==> src/rtl/sink_byte_packer_pkg.sv <==
// Shared configuration for the dispatch output path.
//   sink_config   : word width produced by network_sink.
//   packer_config : byte packer defaults, frame FSM state type and a
//                   helper for sizing the fill counter.
package sink_config;
    localparam int SNK_WIDTH = 4;
endpackage

package packer_config;
    import sink_config::*;

    localparam int PKR_BYTE_W = 8;
    // Accumulator must hold one not-yet-full byte plus one incoming word.
    localparam int PKR_ACC_W  = PKR_BYTE_W + SNK_WIDTH - 1;
    localparam int PKR_FILL_W = $clog2(PKR_ACC_W + 1);

    typedef enum logic {EXP_COUNT, EXP_INDEX} pkr_state_t;

    // Fill counter width for an arbitrary accumulator width (counts 0..acc_w).
    function automatic int pkr_fill_w(input int acc_w);
        return $clog2(acc_w + 1);
    endfunction
endpackage

==> src/rtl/sink_byte_packer.sv <==
// sink_byte_packer: packs the network_sink word stream (count word N then N
// index words) MSB-first into bytes for the host transmitter. The final byte
// of every frame is zero-padded and flagged with out_last, so each frame
// starts on a byte boundary.
// Ports:
//   clk, arstn          clock, asynchronous active-low reset
//   clr                 synchronous clear, overrides both handshakes
//   snk_valid/ready/snk input word stream
//   out_valid/ready     output byte handshake
//   out_data, out_last  packed byte (first stream bit in MSB), end of frame
module sink_byte_packer
    import packer_config::*;
#(
    parameter int WORD_WIDTH = sink_config::SNK_WIDTH,
    parameter int BYTE_WIDTH = PKR_BYTE_W
) (
    input  logic                  clk,
    input  logic                  arstn,
    input  logic                  clr,
    input  logic                  snk_valid,
    output logic                  snk_ready,
    input  logic [WORD_WIDTH-1:0] snk,
    output logic                  out_valid,
    input  logic                  out_ready,
    output logic [BYTE_WIDTH-1:0] out_data,
    output logic                  out_last
);

    localparam int ACC_W  = BYTE_WIDTH + WORD_WIDTH - 1;
    localparam int FILL_W = pkr_fill_w(ACC_W);
    localparam logic [FILL_W-1:0] BW_F = FILL_W'(BYTE_WIDTH);
    localparam logic [FILL_W-1:0] WW_F = FILL_W'(WORD_WIDTH);

    logic [ACC_W-1:0]      acc_q, acc_d;
    logic [FILL_W-1:0]     fill_q, fill_d;
    logic [WORD_WIDTH-1:0] rem_q, rem_d;
    logic                  flush_q, flush_d;
    pkr_state_t            state_q, state_d;
    logic                  in_fire, out_fire;

    // Input is taken only while less than a full byte is buffered and no
    // frame tail is pending, so input and output handshakes are exclusive.
    assign snk_ready = (fill_q < BW_F) && !flush_q;
    assign out_valid = (fill_q >= BW_F) || (flush_q && (fill_q != '0));
    assign out_last  = out_valid && flush_q && (fill_q <= BW_F);
    assign out_data  = acc_q[ACC_W-1 -: BYTE_WIDTH];

    assign in_fire  = snk_valid && snk_ready;
    assign out_fire = out_valid && out_ready;

    always_comb begin
        acc_d   = acc_q;
        fill_d  = fill_q;
        rem_d   = rem_q;
        flush_d = flush_q;
        state_d = state_q;
        if (clr) begin
            acc_d   = '0;
            fill_d  = '0;
            rem_d   = '0;
            flush_d = 1'b0;
            state_d = EXP_COUNT;
        end else if (in_fire) begin
            // Bits below fill are always zero, so OR-ing the aligned word in
            // places it directly after the buffered bits.
            acc_d  = acc_q | ((ACC_W'(snk) << (ACC_W - WORD_WIDTH)) >> fill_q);
            fill_d = fill_q + WW_F;
            if (state_q == EXP_COUNT) begin
                if (snk == '0) begin
                    flush_d = 1'b1;
                end else begin
                    rem_d   = snk;
                    state_d = EXP_INDEX;
                end
            end else begin
                if (rem_q == WORD_WIDTH'(1)) begin
                    flush_d = 1'b1;
                    state_d = EXP_COUNT;
                end else begin
                    rem_d = rem_q - WORD_WIDTH'(1);
                end
            end
        end else if (out_fire) begin
            // A padded partial byte leaves fill at zero; shifting in zeros
            // keeps the unused low bits clear for the next frame.
            acc_d  = acc_q << BYTE_WIDTH;
            fill_d = (fill_q >= BW_F) ? (fill_q - BW_F) : '0;
            if (fill_d == '0) flush_d = 1'b0;
        end else if (flush_q && (fill_q == '0)) begin
            // Frame ended exactly on a byte boundary: nothing to pad.
            flush_d = 1'b0;
        end
    end

    always_ff @(posedge clk or negedge arstn) begin
        if (!arstn) begin
            acc_q   <= '0;
            fill_q  <= '0;
            rem_q   <= '0;
            flush_q <= 1'b0;
            state_q <= EXP_COUNT;
        end else begin
            acc_q   <= acc_d;
            fill_q  <= fill_d;
            rem_q   <= rem_d;
            flush_q <= flush_d;
            state_q <= state_d;
        end
    end

endmodule

==> config.mk <==
export PLATFORM = sky130hd
export DESIGN_NAME = sink_byte_packer
export DESIGN_NICKNAME = d
export VERILOG_FILES = /design/src/rtl/sink_byte_packer_pkg.sv /design/src/rtl/sink_byte_packer.sv
export SDC_FILE = /design/constraint.sdc
export NUM_CORES = 1
export LEC_CHECK = 0
export CAP_MARGIN = 20
export CORE_MARGIN = 1.5
export CORE_UTILIZATION = 58
export CTS_CLUSTER_SIZE = 10
export DETAILED_ROUTE_END_ITERATION = 8
export PLACE_DENSITY_LB_ADDON = 0.3
export SLEW_MARGIN = 20
export SYNTH_ARGS = -nofsm -noshare
export SYNTH_HDL_FRONTEND = slang
export SYNTH_SLANG_ARGS = --single-unit
==> constraint.sdc <==
create_clock -name clk -period 3.15 [get_ports clk]
set_input_delay 0.4725 -clock clk [delete_from_list [all_inputs] [get_ports clk]]
set_output_delay 0.4725 -clock clk [all_outputs]
set_load 0.02 [all_outputs]
=== Yosys cells after proc, flatten, opt, wreduce, memory -nomap -nowiden ===
Cells that the tools add are included.

* Add/subtract/negate cells: 3
* $mul: 0
* Div/mod/pow operators: 0
* $lt $le $gt $ge: 3
* Equality and inequality tests: 6
* Shift-type cells: 1
* Muxes and demuxes: 25
* Bitwise operators: 1
* Reductions and logical operators: 18

{| class="wikitable"
|+ Operator list
! cell !! count
|-
| $mux W4 || 9
|-
| $mux W11 || 3
|-
| $mux W1 || 13
|-
| $logic_not A4 Y1 || 3
|-
| $ne A4 B3 Y1 const B || 3
|-
| $or A11 B11 Y11 || 1
|-
| $shr A11 B4 Y11 || 1
|-
| $reduce_bool A4 Y1 || 2
|-
| $logic_and A1 B1 Y1 || 7
|-
| $ne A3 B3 Y1 const B || 2
|-
| $add A4 B3 Y4 const B || 1
|-
| $eq A4 B1 Y1 const B || 1
|-
| $ge A4 B4 Y1 const B || 1
|-
| $le A4 B4 Y1 const B || 1
|-
| $lt A4 B4 Y1 const B || 1
|-
| $reduce_and A4 Y1 || 1
|-
| $sub A4 B1 Y4 const B || 1
|-
| $sub A4 B4 Y4 const B || 1
|-
| $reduce_and A3 Y1 || 1
|-
| $reduce_bool A3 Y1 || 1
|-
| $reduce_bool A2 Y1 || 1
|-
| $logic_not A1 Y1 || 1
|-
| $logic_or A1 B1 Y1 || 1
|}

* Register bits: 21
* Bits in latches: 0
* RAM bits: 0
* ROM bits: 0
* Bits of input ports: 9
* Output and inout port bits: 11
* Word-level logic and storage cells: 62
* Memories: 0

=== Depth between registers and ports, before layout ===
Gate-level depths: netlist of run 1.

* Word-level depth: 7
* Mapped depth: 7
* Mapped depth without buffers: 6

=== Worst setup path before layout of run 1 ===
No wires, ideal clock.

* Path kind: register -> output
* Start point: register fill_q[2]
* End point: output out_valid
* Arrival: 1.613 ns
* Data required time: 2.677 ns
* Path slack: 1.064 ns
* Cell stages (with the launch flop): 6
* Path buffers: 1
* Cell sequence: dfrtp_1 -> clkbuf_1 -> inv_1 -> ha_1 -> nor3b_4 -> o21ai_0

* Cells in the longest elaborated chain, start to end: 3
* Elaborated cells on any way between the ends: 4
* Classes of those cells: order compare: 1; reduce/logical: 3

{| class="wikitable"
|+ RTL lines
! what !! line !! RTL
|-
| start, declared || sink_byte_packer.sv:35 || <nowiki>logic [FILL_W-1:0] fill_q, fill_d;</nowiki>
|-
| start signal, assigned || sink_byte_packer.sv:104 || <nowiki>fill_q <= fill_d;</nowiki>
|-
| parallel branches: the longest is 2 deep, another holds $ge A4 B4 Y1 || -- ||
|-
| $logic_or A1 B1 Y1 * || sink_byte_packer.sv:44 || <nowiki>assign out_valid = (fill_q >= BW_F) || (flush_q && (fill_q != '0));</nowiki>
|-
| end, declared || sink_byte_packer.sv:23 || <nowiki>output logic out_valid,</nowiki>
|}

Mark *: on every way between the ends.

=== Final worst setup path of run 1 ===
* Start point: register fill_q[3]
* End point: output out_last

* Cells in the longest elaborated chain, start to end: 5
* Elaborated cells on any way between the ends: 7
* Classes of those cells: order compare: 2; reduce/logical: 5

{| class="wikitable"
|+ RTL lines
! what !! line !! RTL
|-
| parallel branches: the longest is 4 deep, another holds $ge A4 B4 Y1 || -- ||
|-
| $logic_and A1 B1 Y1 * || sink_byte_packer.sv:45 || <nowiki>assign out_last = out_valid && flush_q && (fill_q <= BW_F);</nowiki>
|-
| end, declared || sink_byte_packer.sv:26 || <nowiki>output logic out_last</nowiki>
|}

Marks and branches as above.

==> impl_metrics.ini, run 1 <==
[finish]
drive_above_1_share_pct = 8.64
syn_to_final_growth_pct = 11.6
n_antenna_cell = 0
nets = 178
fin_cells = 190
num-fill-cells = 184

[timing]
worstMarginPinSlew_ps = 947
fin_crit_sh_pct = 91.3
rsz0062_at_grt = no
setup-tns-final_ps = 0
fin_hold_ws_ps = 504
slew_violations = 0
fmax_mhz = 348
hold_viol = 0
slew-limit-headroom_pct = 36.7
timing.final.crit_period_ps = 2880
clock_skew_ps = 3.88
setup_viol = 0

[die]
die_w_um = 52.8
die_area_um2 = 2790
core.rowCount = 17
core_um2 = 2280
ios = 20
start_util_pct = 63.2
dieHeight_um = 52.8

[global_routing]
grt-ovfl-total = 0
grt_pass1_vias = 1162
grt_usage_pct = 25.0
grt_pass1_wl_um = 5080
antenna_found_initial = 0
grt_max_degree = 22

[cts]
cts-htree-levels = 1
clock_path_buffers = 2
clkLatencyLatePin_ps = 300
clkTransAtPathRegs_ps = 110
cts_tree = built
cts_setup_buffers = 0
cts_hold_buf = 0
cts_made_buffers = 3
clock_sinks = 21
cts-resized-gates = 0
cts-root-buf = clkbuf_4

[power_and_ir_drop]
design_power_total_uw = 632
p_leak_nw = 0.651
power.density_nw_per_um2 = 394
vdd_ir_drop_max_mv = 0.325

[synthesis]
ys_async_sr_fraction_pct = 100
synthesis.area_um2 = 1440
synth_seq_cells = 21
ys_warn_count = 0
syn_avg_cell_area_um2 = 9.34
ys_top_cells_by_count = dfrtp_1, nor2_1, o21ai_0, inv_1
synthFlopType = dfrtp_1
syn_inst = 154
synth_area_leaders = dfrtp_1, mux2i_1, ha_1
synth_seq_area_share_pct = 36.6
synth.top_cell.area_share_pct = 36.6
synth_nets = 169
yosysMostFrequentCell = dfrtp_1
synth_edf_count = 0
synth_cell_type_count = 44
yosysTopAreaCell = dfrtp_1

[critical_path]
worstPathMaxFanout = 15
cp_common_cell = nor2_1
cp-end-kind = output port
cp_slowest_stage_delay_ps = 650
start_kind = flip-flop
regToRegSetupSlack_ps = 870
criticalPathCategory = flip-flop to output port
required_ps = 2680
crit_slowest_cell = dfrtp_1
arrival_ps = 2400
path_cells = inv_1 -> ha_1 -> nor3b_4 -> nor2_1 -> nor2_1 -> nor2_1 -> clkdlybuf4s50_1

[route]
vias = 1146
first_pass_iters = 4
wl_per_cell_um = 15.6
vias_per_cell = 6.03
drtIter0Drc = 21
remaining_drc_errors = 0
detail-route-antenna-nets = 0
drt_wl_total_um = 2970

[placement]
place_congestion = 0.845
place_inst = 186
place_hpwl_um = 2210
io_buffers = 19

[run]
maxCapViolations = 0

[outcome]
status = complete, no violations

[hold_path]
hold_class = flip-flop to flip-flop
==> state kept, by name, indices dropped and copies added (netlist names) <==
name	count
rem_q	4
acc_q	11
fill_q	4
flush_q	1
state_q	1
==> cell families (layout without fill, tap and decap cells) <==
family	after synthesis	after routing	synth area share, %
buf+inv	26	34	9.40
simple gates	52	52	22.2
mux	9	9	6.35
compound gates	40	40	20.3
fa+ha+maj	6	6	5.22
flops	21	21	36.6
==> per-layer routing <==
metal | up-vias | GRT usage (%) | routed length [um]
met5 | - | 0 | 0
met4 | 0 | 8.97 | 42
met3 | 6 | 3.43 | 123
met2 | 31 | 43.5 | 1410
met1 | 539 | 31.2 | 1390
li1 | 570 | - | -
==> critical path: cells and delay by family (launching register included) <==
family	cells	cell delay, ps
adders and majority gates	1	220
buffers and inverters	2	780
DFF	1	650
and+or+nand+nor	4	450
==> power breakdown <==
group          leakage [nW]  internal [mW]  switching [mW]
registers             0.285          0.287          0.0265
clock network        0.0177         0.0473          0.0782
logic                 0.349         0.0878           0.105
total                 0.651          0.422           0.210
==> placed cells by master (no fill, tap or decap), drive strengths merged, types with 2 or more instances in the layout <==
master / netlist / final
a21oi: 6 / 6
clkdlybuf4s50: 0 / 19
a32o: 2 / 2
o22ai: 2 / 2
a22o: 2 / 2
inv: 9 / 9
or4: 2 / 2
nand2b: 5 / 5
nor4: 3 / 3
nor3b: 5 / 5
mux2i: 8 / 8
nor3: 5 / 5
clkbuf: 3 / 3
nor2: 13 / 13
o2bb2ai: 4 / 4
ha: 6 / 6
buf: 14 / 2
nand2: 5 / 5
nand3: 6 / 6
o21ai: 11 / 11
nor4b: 2 / 2
o211a: 2 / 2
nor2b: 3 / 3
dfrtp: 21 / 21
a31oi: 2 / 2
==> path summary, 6_finish.rpt <==
check / startpoint / to / cells past startpoint
max in group asynchronous: arstn / rem_q[0] / 1
worst max register to register: fill_q[3] / acc_q[3] / 6
worst max-delay path: fill_q[3] / out_last / 7
min in group asynchronous: arstn / fill_q[3] / 1
worst min register to register: acc_q[7] / acc_q[7] / 1
worst min-delay path: acc_q[7] / acc_q[7] / 1
==> area by class of cell <==
class	instances	area, um2	area share [%]
clock buffer	3	22.5	1.40
clock inverter	1	5.00	0.312
inverter	9	33.8	2.11
multi-input combinational	107	777	48.4
sequential	21	526	32.8
tap	28	35.0	2.18
timing repair buffer	21	205	12.8
==> through the flow <==
stage	utilization, %	setup slack, ps	instance area (um2)
global placement	69.3	749	1580
detailed placement	69.3	641	1580
floorplan	-	1060	1440
CTS	70.5	284	1600
global route	70.5	183	1600
finish	70.5	275	1600
Power figures use the tool's default switching activity.
==> run 2, diff against run 1 <==
Settings changed: MAX_ROUTING_LAYER from default to met4.
==> run 2 against run 1 <==
  * Global-route usage is 0.65 points higher
  * Clock skew is 2.2 ps lower
  * Routed wire length is 0.91% higher
  * Die area stayed put
  * Non-clock buffer count stayed put
  * First-iteration DRC count is 9.5% higher
  * Sequential power hardly changed
  * Sequential share of layout area stayed put
  * Largest cell class unchanged
  * Largest power group unchanged
==> impl_metrics.ini, run 2 (synthesis gave the netlist of run 1 again) <==
[route]
drt_wl_total_um = 2990
vias = 1156
detail-route-antenna-nets = 0
drtIter0Drc = 23
first_pass_iters = 4
vias_per_cell = 6.08
wl_per_cell_um = 15.8
remaining_drc_errors = 0

[global_routing]
antenna_found_initial = 0
use_met3_pct = 3.43
top_usage_layer = met2
grt_usage_pct = 25.6
grt_pass1_vias = 1161
grt_max_degree = 22
grt_pass1_wl_um = 5090
grtUsageMet1_pct = 31.2
grt-ovfl-total = 0
grt_util_met2_pct = 43.5

[power_and_ir_drop]
power.density_nw_per_um2 = 395
vdd_ir_drop_max_mv = 0.327
p_int_uw = 422
seq_power_share_pct = 49.5
combPwrFrac_pct = 30.5
clkPwrFrac_pct = 20.0
p_switching_uw = 212
p_leak_nw = 0.651
netSwitchingFraction_pct = 33.4

[cts]
clkTransAtPathRegs_ps = 110
cts-htree-levels = 1
cts_setup_buffers = 0
clock_path_buffers = 2
cts_hold_buf = 0
cts-resized-gates = 0
clkLatencyLatePin_ps = 300
cts_tree = built
clock_sinks = 21
cts-root-buf = clkbuf_4
cts_made_buffers = 3

[timing]
fin_hold_ws_ps = 504
slew_violations = 0
hold_viol = 0
fmax_mhz = 348
fin_crit_sh_pct = 91.3
timing.final.crit_period_ps = 2880
setup_viol = 0
worst_slack_ps = 274
setup-tns-final_ps = 0
rsz0062_at_grt = no
clock_skew_ps = 1.66
slew-limit-headroom_pct = 36.6
worstMarginPinSlew_ps = 948

[placement]
place_congestion = 0.858
io_buffers = 19
place_hpwl_um = 2210
place_inst = 186
dp_slack_ps = 641

[die]
ios = 20
start_util_pct = 63.2
core_um2 = 2280
core.rowCount = 17
die_w_um = 52.8
dieHeight_um = 52.8
die_area_um2 = 2790

[finish]
drive_above_1_share_pct = 8.64
n_antenna_cell = 0
final_common_cell = dfrtp_1
layout_common_cells = dfrtp_1, clkdlybuf4s50_1, nor2_1, o21ai_0, inv_1
largest_register_ffs = 11
reg_top3 = acc_q x11, fill_q x4, rem_q x4
nets = 178
fin_cells = 190
max_flop_register = acc_q
syn_to_final_growth_pct = 11.6

[critical_path]
criticalPathCategory = flip-flop to output port
reg2reg_to = acc_q[3]
crit_slowest_cell = dfrtp_1
cp_common_cell = nor2_1
cp_slowest_stage_delay_ps = 650
timing.critical_path.from = fill_q[3]
reg2reg_depth = 6
reg2reg_from = fill_q[3]
arrival_ps = 2400
worstPathMaxFanout = 15
required_ps = 2680
crit_family = buffers and inverters
crit_buf_inv = 2
crit_end = out_last
cp.depth = 7
path_cells = inv_1 -> ha_1 -> nor3b_4 -> nor2_1 -> nor2_1 -> nor2_1 -> clkdlybuf4s50_1
cp-end-kind = output port
regToRegSetupSlack_ps = 870
start_kind = flip-flop

[hold_path]
hold_class = flip-flop to flip-flop

[run]
maxCapViolations = 0

[outcome]
status = complete, no violations
[run 2: cell counts in the layout (fill, tap and decap cells not counted)]
Identical to the previous run, type by type.
[run 2: worst reg2reg max path, cell delays in order, from the launching register on]
cell,delay [ps]
dfrtp_1,650
inv_1,180
ha_1,220
nor3b_4,170
o211ai_1,460
a21oi_2,200
a2bb2o_1,310
[run 2: worst min path at each step]
stage	start	endpoint	slack [ps]	cells past startpoint
after detailed placement	acc_q[7]	acc_q[7]	480	1
final	acc_q[7]	acc_q[7]	500	1
after floorplan	arstn	acc_q[0]	180	0
after global routing	acc_q[7]	acc_q[7]	520	1
after global placement	acc_q[7]	acc_q[7]	460	1
after CTS	acc_q[7]	acc_q[7]	510	1
[run 2: final cells by class]
type / instances / area (um2)
Clock buffer: 3 / 22.5
Timing Repair Buffer: 21 / 205
Inverter: 9 / 33.8
Clock inverter: 1 / 5.00
Fill cell: 184 / 672
Multi-Input combinational cell: 107 / 777
Sequential cell: 21 / 526
Tap cell: 28 / 35.0
[run 2: power groups by stage]
stage          clock network [mW]  logic, mW  registers [mW]
6_report                    0.127      0.193           0.314
2_1_floorplan                   0      0.148           0.304
3_3_place_gp                    0      0.186           0.316
3_5_place_dp                    0      0.192           0.318
5_1_grt                     0.142      0.215           0.317
4_1_cts                     0.131      0.193           0.313
[run 2: routing by layer]
layer	wire [um]	share of wire (%)	up-vias
met2	1400	47	27
met4	44	1.5	0
met3	96	3.2	6
met1	1450	48	554
li1	-	-	569
met5	0	0	-
[run 2: metrics by stage]
step	area [um2]	power, mW	utilization (%)
after floorplan	1440	0.451	-
after global placement	1580	0.502	69.3
after detailed placement	1580	0.510	69.3
after CTS	1600	0.638	70.5
after global routing	1600	0.673	70.5
final	1600	0.634	70.5
==> run 3, diff against run 2 <==
Settings changed: CORE_UTILIZATION 58 to 60, DONT_BUFFER_PORTS from default to 1, RECOVER_POWER from default to 25.
==> run 3 against run 2 <==
  * Die area fell by 3.1%
  * Sequential power rose by 3%
  * Global-route usage fell by 0.19 points
  * Power fell by 6.0%
  * Critical path depth fell by 3
  * Utilization fell by 7.1 points
  * Clock skew fell by 0.53 ps
  * Final cell count fell by 10%
  * First-iteration DRC count rose by 4.3%
  * Final area fell by 12%
  * Register-to-register slack got worse by 50 ps
  * Maximum frequency rose by 15%
  * Largest cell class unchanged
==> impl_metrics.ini, run 3 (synthesis gave the netlist of run 1 again) <==
[cts]
cts-htree-levels = 1
cts-root-buf = clkbuf_4
cts-resized-gates = 0
clock_path_buffers = 2
cts_made_buffers = 3
clock_sinks = 21
clkTransAtPathRegs_ps = 120
clkLatencyLatePin_ps = 300
cts_tree = built

[critical_path]
crit_family = flip-flops
required_ps = 2680
cp_slowest_stage_delay_ps = 610
start_kind = flip-flop
arrival_ps = 2030
crit_slowest_cell = dfrtp_1
worstPathMaxFanout = 12
path_cells = inv_1 -> ha_1 -> nor3b_4 -> o21ai_0
criticalPathCategory = flip-flop to output port
crit_buf_inv = 1
cp-end-kind = output port

[timing]
slew_violations = 0
setup_viol = 0
fmax_mhz = 399
worst_slack_ps = 643
clock_skew_ps = 1.14
worstMarginPinSlew_ps = 919
timing.final.crit_period_ps = 2510
rsz0062_at_grt = no
fin_crit_sh_pct = 79.6
setup-tns-final_ps = 0
slew-limit-headroom_pct = 38.5
hold_viol = 0

[die]
start_util_pct = 64.4
die_w_um = 52.0
die_area_um2 = 2700
dieHeight_um = 52.0
core_um2 = 2230
core.rowCount = 17
ios = 20

[placement]
dp_slack_ps = 926
place_congestion = 0.891
place_inst = 166
place_hpwl_um = 2130
io_buffers = 0

[finish]
drive_above_1_share_pct = 9.09
nets = 159
regArea_um2 = 526
n_antenna_cell = 0
syn_to_final_growth_pct = -1.48
fin_cells = 171
num-fill-cells = 191
final_util_pct = 63.4
largest_register_ffs = 11
final_common_cell = dfrtp_1
max_flop_register = acc_q
multi_input_area_um2 = 777
layout_common_cells = dfrtp_1, nor2_1, o21ai_0, inv_1, mux2i_1
reg_top3 = acc_q x11, fill_q x4, rem_q x4

[route]
detail-route-antenna-nets = 0
vias = 1118
vias_per_cell = 6.54
drt_wl_total_um = 2980
wl_per_cell_um = 17.4
remaining_drc_errors = 0
drtIter0Drc = 24
first_pass_iters = 4

[power_and_ir_drop]
vdd_ir_drop_max_mv = 0.266
power.density_nw_per_um2 = 420
design_power_total_uw = 596
p_leak_nw = 0.580

[run]
maxCapViolations = 0

[global_routing]
grt-ovfl-total = 0
grt_pass1_wl_um = 5000
grt_max_degree = 22
grt_pass1_vias = 1053
grt_usage_pct = 25.4
antenna_found_initial = 0

[hold_path]
hold_class = primary input to flip-flop

[outcome]
status = complete, no violations
## run 3: cell types whose count changed in the layout (fill, tap and decap cells not counted), sizes merged
cell | before | now
dlygate4sd3 | 0 | 1
clkdlybuf4s50 | 19 | 0
buf | 2 | 1
## run 3: layer usage
| metal | vias to the layer above | GRT usage, % | part of all wire, % |
|---|---|---|---|
| met5 | - | - | 0 |
| met4 | 0 | 10.1 | 1.2 |
| met3 | 5 | 4.02 | 8.8 |
| met2 | 51 | 38.4 | 48 |
| met1 | 533 | 34.4 | 42 |
| li1 | 529 | - | - |
## run 3: report_power, final
group	internal, mW	switching, mW
logic	0.0598	0.0829
clock network	0.0473	0.0814
registers	0.287	0.0373
total	0.394	0.201
## run 3: final cells by class
type,instances,area share (%)
Tap cell,28,2.47
Clock buffer,3,1.59
Sequential cell,21,37.1
Timing Repair Buffer,2,1.24
Clock inverter,1,0.353
Multi-Input combinational cell,107,54.9
Inverter,9,2.39
## run 3: final timing paths
path	from	slack, ps	depth (start not counted)	to
max in group asynchronous	arstn	1850	1	acc_q[5]
min reg2reg	acc_q[2]	510	1	acc_q[2]
min	clr	220	1	rem_q[2]
max	fill_q[2]	640	4	out_valid
min in group asynchronous	arstn	740	1	fill_q[1]
max reg2reg	fill_q[2]	820	6	acc_q[3]
## run 3: per-stage QoR
stage | hold WS, ps | instance area, um2
final | 218 | 1420
after global routing | 201 | 1420
after detailed placement | 177 | 1380
after floorplan | 177 | 1440
after CTS | 211 | 1420
after global placement | 177 | 1380
## run 3: worst reg2reg max path, delay by kind of cell (launching register included)
kind / cells / cell delay [ps]
buffers and inverters: 1 / 190
adder cells (fa/ha/maj): 1 / 230
flip-flops: 1 / 610
AND/OR/NAND/NOR: 1 / 160
AO/OA/AOI/OAI: 3 / 1040
## run 3: repair_timing
action                                  4_1_cts  5_1_grt
endpoints found under the setup margin        0        0
hold buffers                                  1        0
setup buffers                                 0        0
hold endpoints to repair                     21        0
